**src/rtl/input_debouncer.sv**
```systemverilog
// input_debouncer: per-bit hold-time debouncer with rise/fall strobes and a merging change-event channel
module input_debouncer #(
  parameter int WIDTH = 1,
  parameter int COUNT_BITS = 16,
  parameter int HOLD_CYCLES = 50000,
  parameter logic [WIDTH-1:0] RESET_LEVEL = '0
) (
  input  logic             clock,
  input  logic             reset,
  input  logic [WIDTH-1:0] in,
  output logic [WIDTH-1:0] out,
  output logic [WIDTH-1:0] rise,
  output logic [WIDTH-1:0] fall,
  output logic             event_valid,
  input  logic             event_ready,
  output logic [WIDTH-1:0] event_state,
  output logic [WIDTH-1:0] event_mask,
  output logic             event_merged
);
  typedef enum logic {STABLE, SETTLING} state_t;
  localparam logic [COUNT_BITS:0] HOLD = (COUNT_BITS + 1)'(HOLD_CYCLES);
  localparam logic [COUNT_BITS:0] ONE = {{COUNT_BITS{1'b0}}, 1'b1};
  state_t st [WIDTH];
  logic [COUNT_BITS-1:0] cnt [WIDTH];
  logic [COUNT_BITS:0] inc [WIDTH];
  logic [WIDTH-1:0] differ, commit;
  logic acc;
  always_comb begin
    differ = in ^ out;
    commit = '0;
    acc = event_valid && event_ready;
    for (int i = 0; i < WIDTH; i++) begin
      inc[i] = {1'b0, cnt[i]} + ONE;
      commit[i] = differ[i] && ((st[i] == STABLE ? ONE : inc[i]) == HOLD);
    end
  end
  always_ff @(posedge clock or negedge reset) begin
    if (!reset) begin
      for (int i = 0; i < WIDTH; i++) begin
        st[i] <= STABLE;
        cnt[i] <= '0;
      end
      out <= RESET_LEVEL;
      rise <= '0;
      fall <= '0;
      event_valid <= 1'b0;
      event_state <= '0;
      event_mask <= '0;
      event_merged <= 1'b0;
    end else begin
      for (int i = 0; i < WIDTH; i++) begin
        st[i] <= (differ[i] && !commit[i]) ? SETTLING : STABLE;
        cnt[i] <= (differ[i] && !commit[i]) ? inc[i][COUNT_BITS-1:0] : '0;
      end
      out <= out ^ commit;
      rise <= commit & in;
      fall <= commit & ~in;
      // a still-unaccepted event absorbs new commits instead of dropping them
      if (|commit) begin
        event_valid <= 1'b1;
        event_state <= out ^ commit;
        event_mask <= (event_valid && !acc) ? (event_mask | commit) : commit;
        event_merged <= event_valid && !acc;
      end else if (acc) begin
        event_valid <= 1'b0;
      end
    end
  end
endmodule

```
**config.mk**
```make
export PLATFORM = sky130hd
export DESIGN_NAME = input_debouncer
export DESIGN_NICKNAME = d
export VERILOG_FILES = /design/src/rtl/input_debouncer.sv
export SDC_FILE = /design/constraint.sdc
export NUM_CORES = 1
export LEC_CHECK = 0
export BUFFER_PORTS_ARGS = -buffer_cell sky130_fd_sc_hd__clkbuf_2
export CORE_MARGIN = 8
export CORE_UTILIZATION = 40
export CTS_BUF_LIST = sky130_fd_sc_hd__clkbuf_16
export CTS_CLUSTER_SIZE = 30
export DETAILED_ROUTE_END_ITERATION = 10
export GPL_TIMING_DRIVEN = 1
export SLEW_MARGIN = 20
export SYNTH_ARGS = -nofsm -noshare
export SYNTH_HDL_FRONTEND = slang
export SYNTH_SLANG_ARGS = --single-unit
```
**constraint.sdc**
```tcl
create_clock -name clock -period 2.3 [get_ports clock]
set_input_delay 0.345 -clock clock [delete_from_list [all_inputs] [get_ports clock]]
set_output_delay 0.345 -clock clock [all_outputs]
set_load 0.02 [all_outputs]
```
# Word level (Yosys, flattened, before mapping)
# Cells that the tools add are included.
[word_totals]
out_inout_bits = 7
reg_bits = 24
inputBits = 4
elab_cells = 30
[classes]
reduce_logical = 7
n_addsub = 1
bitwise = 6
eq_ne = 1
muxes = 6
[op_table]
columns = ["operator", "count"]
rows = [
  ["adder 16 x 1 -> 17 bit (second input constant)", 1],
  ["equality test 17 x 16 -> 1 bit (second input constant)", 1],
  ["two-way mux 17 bit", 1],
  ["two-way mux 16 bit", 1],
  ["logical AND 1 bit", 4],
  ["two-way mux 1 bit", 4],
  ["bitwise AND 1 bit", 2],
  ["zero test 1 bit", 2],
  ["nonzero test 2 bit", 1],
  ["XOR 1 bit", 2],
  ["inverter 1 bit", 1],
  ["OR 1 bit", 1],
]

# Logic depth before layout (Yosys ltp)
[depth]
depth_word = 7
mapped_depth = 9
mapped_depth_nobuf = 8

# Least setup slack after synthesis
# No wires, ideal clock.
[synth_path]
path_kind = "reg-to-reg"
start = "reg cnt[0] (netlist bit)"
end = "reg event_state"
slack_ns = -0.121
setup_ns = 0.124
path_stages_with_launch = 9
required_ns = 2.176
n_path_buf = 1
synth_period_minus_slack_ns = 2.421
t_arrival_ns = 2.297
cell_sequence = "dfrtp_1 > ha_1 > nand3_1 > nor4_4 > or3b_2 > a2111oi_4 > nand4_2 > buf_6 > a211o_1"
[synth_between]
elab_chain_len = 5
[synth_rtl]
columns = ["item", "line", "text"]
rows = [
  ["start, declared", "24", "logic [COUNT_BITS-1:0] cnt [WIDTH];"],
  ["start signal, assigned by index", "53", "cnt[i] <= (differ[i] && !commit[i]) ? inc[i][COUNT_BITS-1:0] : '0;"],
  ["adder 16 x 1 -> 17 bit (*)", "33", "inc[i] = {1'b0, cnt[i]} + ONE;"],
  ["two-way mux 17 bit (*)", "34", "commit[i] = differ[i] && ((st[i] == STABLE ? ONE : inc[i]) == HOLD);"],
  ["equality test 17 x 16 -> 1 bit (*)", "34", ""],
  ["logical AND 1 bit (*)", "34", ""],
  ["XOR 1 bit", "61", "event_state <= out ^ commit;"],
  ["end signal, assigned", "61", ""],
  ["end, declared", "16", "output logic [WIDTH-1:0] event_state,"],
]
# Mark *: on every way between the ends. The rest lies on a longest branch, timed or not.
# A chain may end at the register's enable or synchronous reset.

# Final worst setup path
[layout_path]
start = "reg cnt[5] (netlist bit)"
end = "reg event_state"
# Same word-level chain as after synthesis.

==> flow_summary.json <==
{
  "status": "finished with violations",
  "violations": "negative setup slack",
  "nNetsFinal": 164,
  "boundaryPins": 11,
  "final_cells": 202,
  "grtUsageMet1_pct": 13.3,
  "core-area_mm2": 0.00303,
  "arrival_ps": 2500,
  "skew_ps": 2.13,
  "routedWlPerCell_um": 14.5,
  "antenna_found_initial": 0,
  "dr_total_vias": 1014,
  "rows": 20,
  "cp_slowest_cell": "dfrtp_1",
  "crit_top_cell": "buf_4",
  "worst_slack_ps": -50.4,
  "die_w_um": 72.2,
  "start_util_pct": 41.7,
  "final_cell_mix": "dfrtp_1, buf_4, xor2_1",
  "rsz0062_at_grt": "true",
  "finalSetupViolations": 14,
  "clk_pin_slew_worst_paths_ps": 60,
  "grt_pass1_vias": 1050,
  "hold_path_class": "input pin to asynchronous set/reset pin",
  "grt_pass1_wl_um": 4740,
  "antenna_cells": 0,
  "synth_top_family_by_area": "simple AND/OR/NAND/NOR gates",
  "cp_cell_sequence": "nand4_4 -> buf_4 -> nor4_2 -> buf_4 -> xor2_1 -> nor4_1 -> buf_4 -> nand4_4 -> buf_6 -> a211o_1",
  "dr.pass1.iters": 4,
  "fin_crit_sh_pct": 102,
  "clkSinkCount": 24,
  "cts_tree": "done",
  "p_per_area_mw_per_mm2": 547,
  "preCtsSetupSlack_ps": -44.4,
  "min_period_ps": 2350,
  "cts_hold_buf": 0,
  "rr_worst_depth": 10,
  "synth_top_flop_cell": "dfrtp_1",
  "place_inst": 192,
  "synth-warning-count": 0,
  "ys_types": 37,
  "finish.utilization_pct": 61.0,
  "die_area_mm2": 0.00521,
  "maxCapViolations": 0,
  "grtUsageMet3_pct": 3.31,
  "cts_buffer_depth": 2,
  "syn_inst": 120,
  "dp_hpwl_um": 2000,
  "drc": 0,
  "worstSetupEndpointType": "flop",
  "cts_htree_levels": 1,
  "setup_tns_ps": -454,
  "required_ps": 2450,
  "use_met2_pct": 20.8,
  "drive_above_1_share_pct": 44.3,
  "ir_worst_vdd_mv": 0.310,
  "synth-adder-area-share_pct": 0.990,
  "async_reset_ff_share_pct": 100,
  "muxShareOfSynthArea_pct": 0,
  "gr-max-usage-layer": "met2",
  "grt.total_usage_pct": 11.6,
  "tightest_slew_ps": 602,
  "finalMaxSlewViolations": 0,
  "die_y_um": 72.2,
  "synth.yosys.seq_area_share_pct": 47.5,
  "p_leak_uw": 0.000833,
  "drt-initial-drc-count": 38,
  "antenna_left": 0,
  "clkLatencyLatePin_ps": 260,
  "synth_edf_count": 0,
  "synth_xor_area_share_pct": 12.5,
  "postSynthAreaPerCell_um2": 10.5,
  "grt_max_degree": 25,
  "grt-ovfl-total": 0,
  "start_kind": "flop",
  "syn-num-nets": 125,
  "fmax_mhz": 425,
  "crit_path_max_incr_delay_ps": 390,
  "crit_type": "flop to flop",
  "cp_max_fo": 5,
  "synthSimpleGateAreaFrac_pct": 25.8,
  "relSlewSlack_pct": 59.9,
  "vias_per_cell": 5.02,
  "io_buffers": 10,
  "synth_seq_cells": 24,
  "synth_compound_area_share_pct": 10.6,
  "cp.depth": 10,
  "wl_um": 2930,
  "syn2layout_area_growth_pct": 46.1,
  "hold_viol_final": 0,
  "critPathTopFamily": "simple AND/OR/NAND/NOR gates",
  "place_congestion": 0.811,
  "cts_root_buffer": "clkbuf_16",
  "finalHoldWorstSlack_ps": 74.4,
  "syn_area_mm2": 0.00126,
  "numCtsBuffers": 3,
  "critPathBufInv": 4
}
[power breakdown]
| part | internal (µW) | total [µW] | switching [µW] |
|---|---|---|---|
| Combinational | 28.5 | 66.4 | 37.9 |
| Clock | 346 | 507 | 160 |
| Sequential | 429 | 437 | 7.84 |
| Total | 804 | 1010 | 206 |
[synth_stat cells, types with 2 or more instances]
cell type / count / share of area (%)
and2_1: 4 / 2.0
nor3_1: 4 / 1.6
nand3_1: 6 / 2.4
buf_2: 2 / 0.79
a21oi_1: 2 / 0.79
xor2_1: 11 / 7.6
o21bai_1: 2 / 1.2
o21ai_0: 3 / 1.2
dfrtp_1: 24 / 48
inv_1: 3 / 0.89
nand4_1: 2 / 0.99
nor2_1: 15 / 4.5
nor4_1: 2 / 0.99
nand2_1: 8 / 2.4
xnor2_1: 7 / 4.9
and3_1: 4 / 2.0
[metal layers]
layer	routed length [µm]	up-vias
met4	25	0
met5	0	-
li1	-	497
met2	1480	23
met3	110	3
met1	1310	491
[path summary, 6_finish.rpt]
check / to / slack (ps) / start
max: event_state / -50 / cnt[5]
min: cnt[3] / 70 / reset
max reg2reg: event_state / -50 / cnt[5]
min reg2reg: event_mask / 490 / event_mask
max in group asynchronous: cnt[2] / 1800 / reset
min in group clock: event_merged / 290 / event_ready
[kinds of logic (layout without fill, tap and decap cells)]
logic type / Yosys count / count (layout)
compound gates: 16 / 16
xor+xnor: 18 / 18
fa+ha+maj: 1 / 1
buf+inv: 6 / 44
flops: 24 / 24
simple gates: 55 / 55
[registers in the layout, summed over array words and instances (netlist names)]
register,cells
cnt,16
event_mask,1
event_merged,1
event_state,1
event_valid,1
fall,1
out,1
rise,1
st,1
[area by class of cell]
class	instances	area [µm²]
Inverter	3	11.3
Clock inverter	1	30.0
Multi-Input combinational cell	90	783
Clock buffer	3	75.1
Timing Repair Buffer	37	290
Tap cell	44	55.1
Sequential cell	24	602
Fill cell	249	1180
[stage by stage]
step                      instance area [µm²]  total power [µW]
after floorplan                          1280               466
after global placement                   1540               494
after detailed placement                 1540               496
after CTS                                1660              1010
after global routing                     1850              1040
final                                    1850              1010
[repair_timing]
item	in CTS	in global routing
buffers inserted	0	5
cloned	0	1
setup endpoints to repair	9	16
pin swaps	0	11
resized for setup	3	34
endpoints found under the hold margin	0	0
Power figures use the tool's default switching activity.
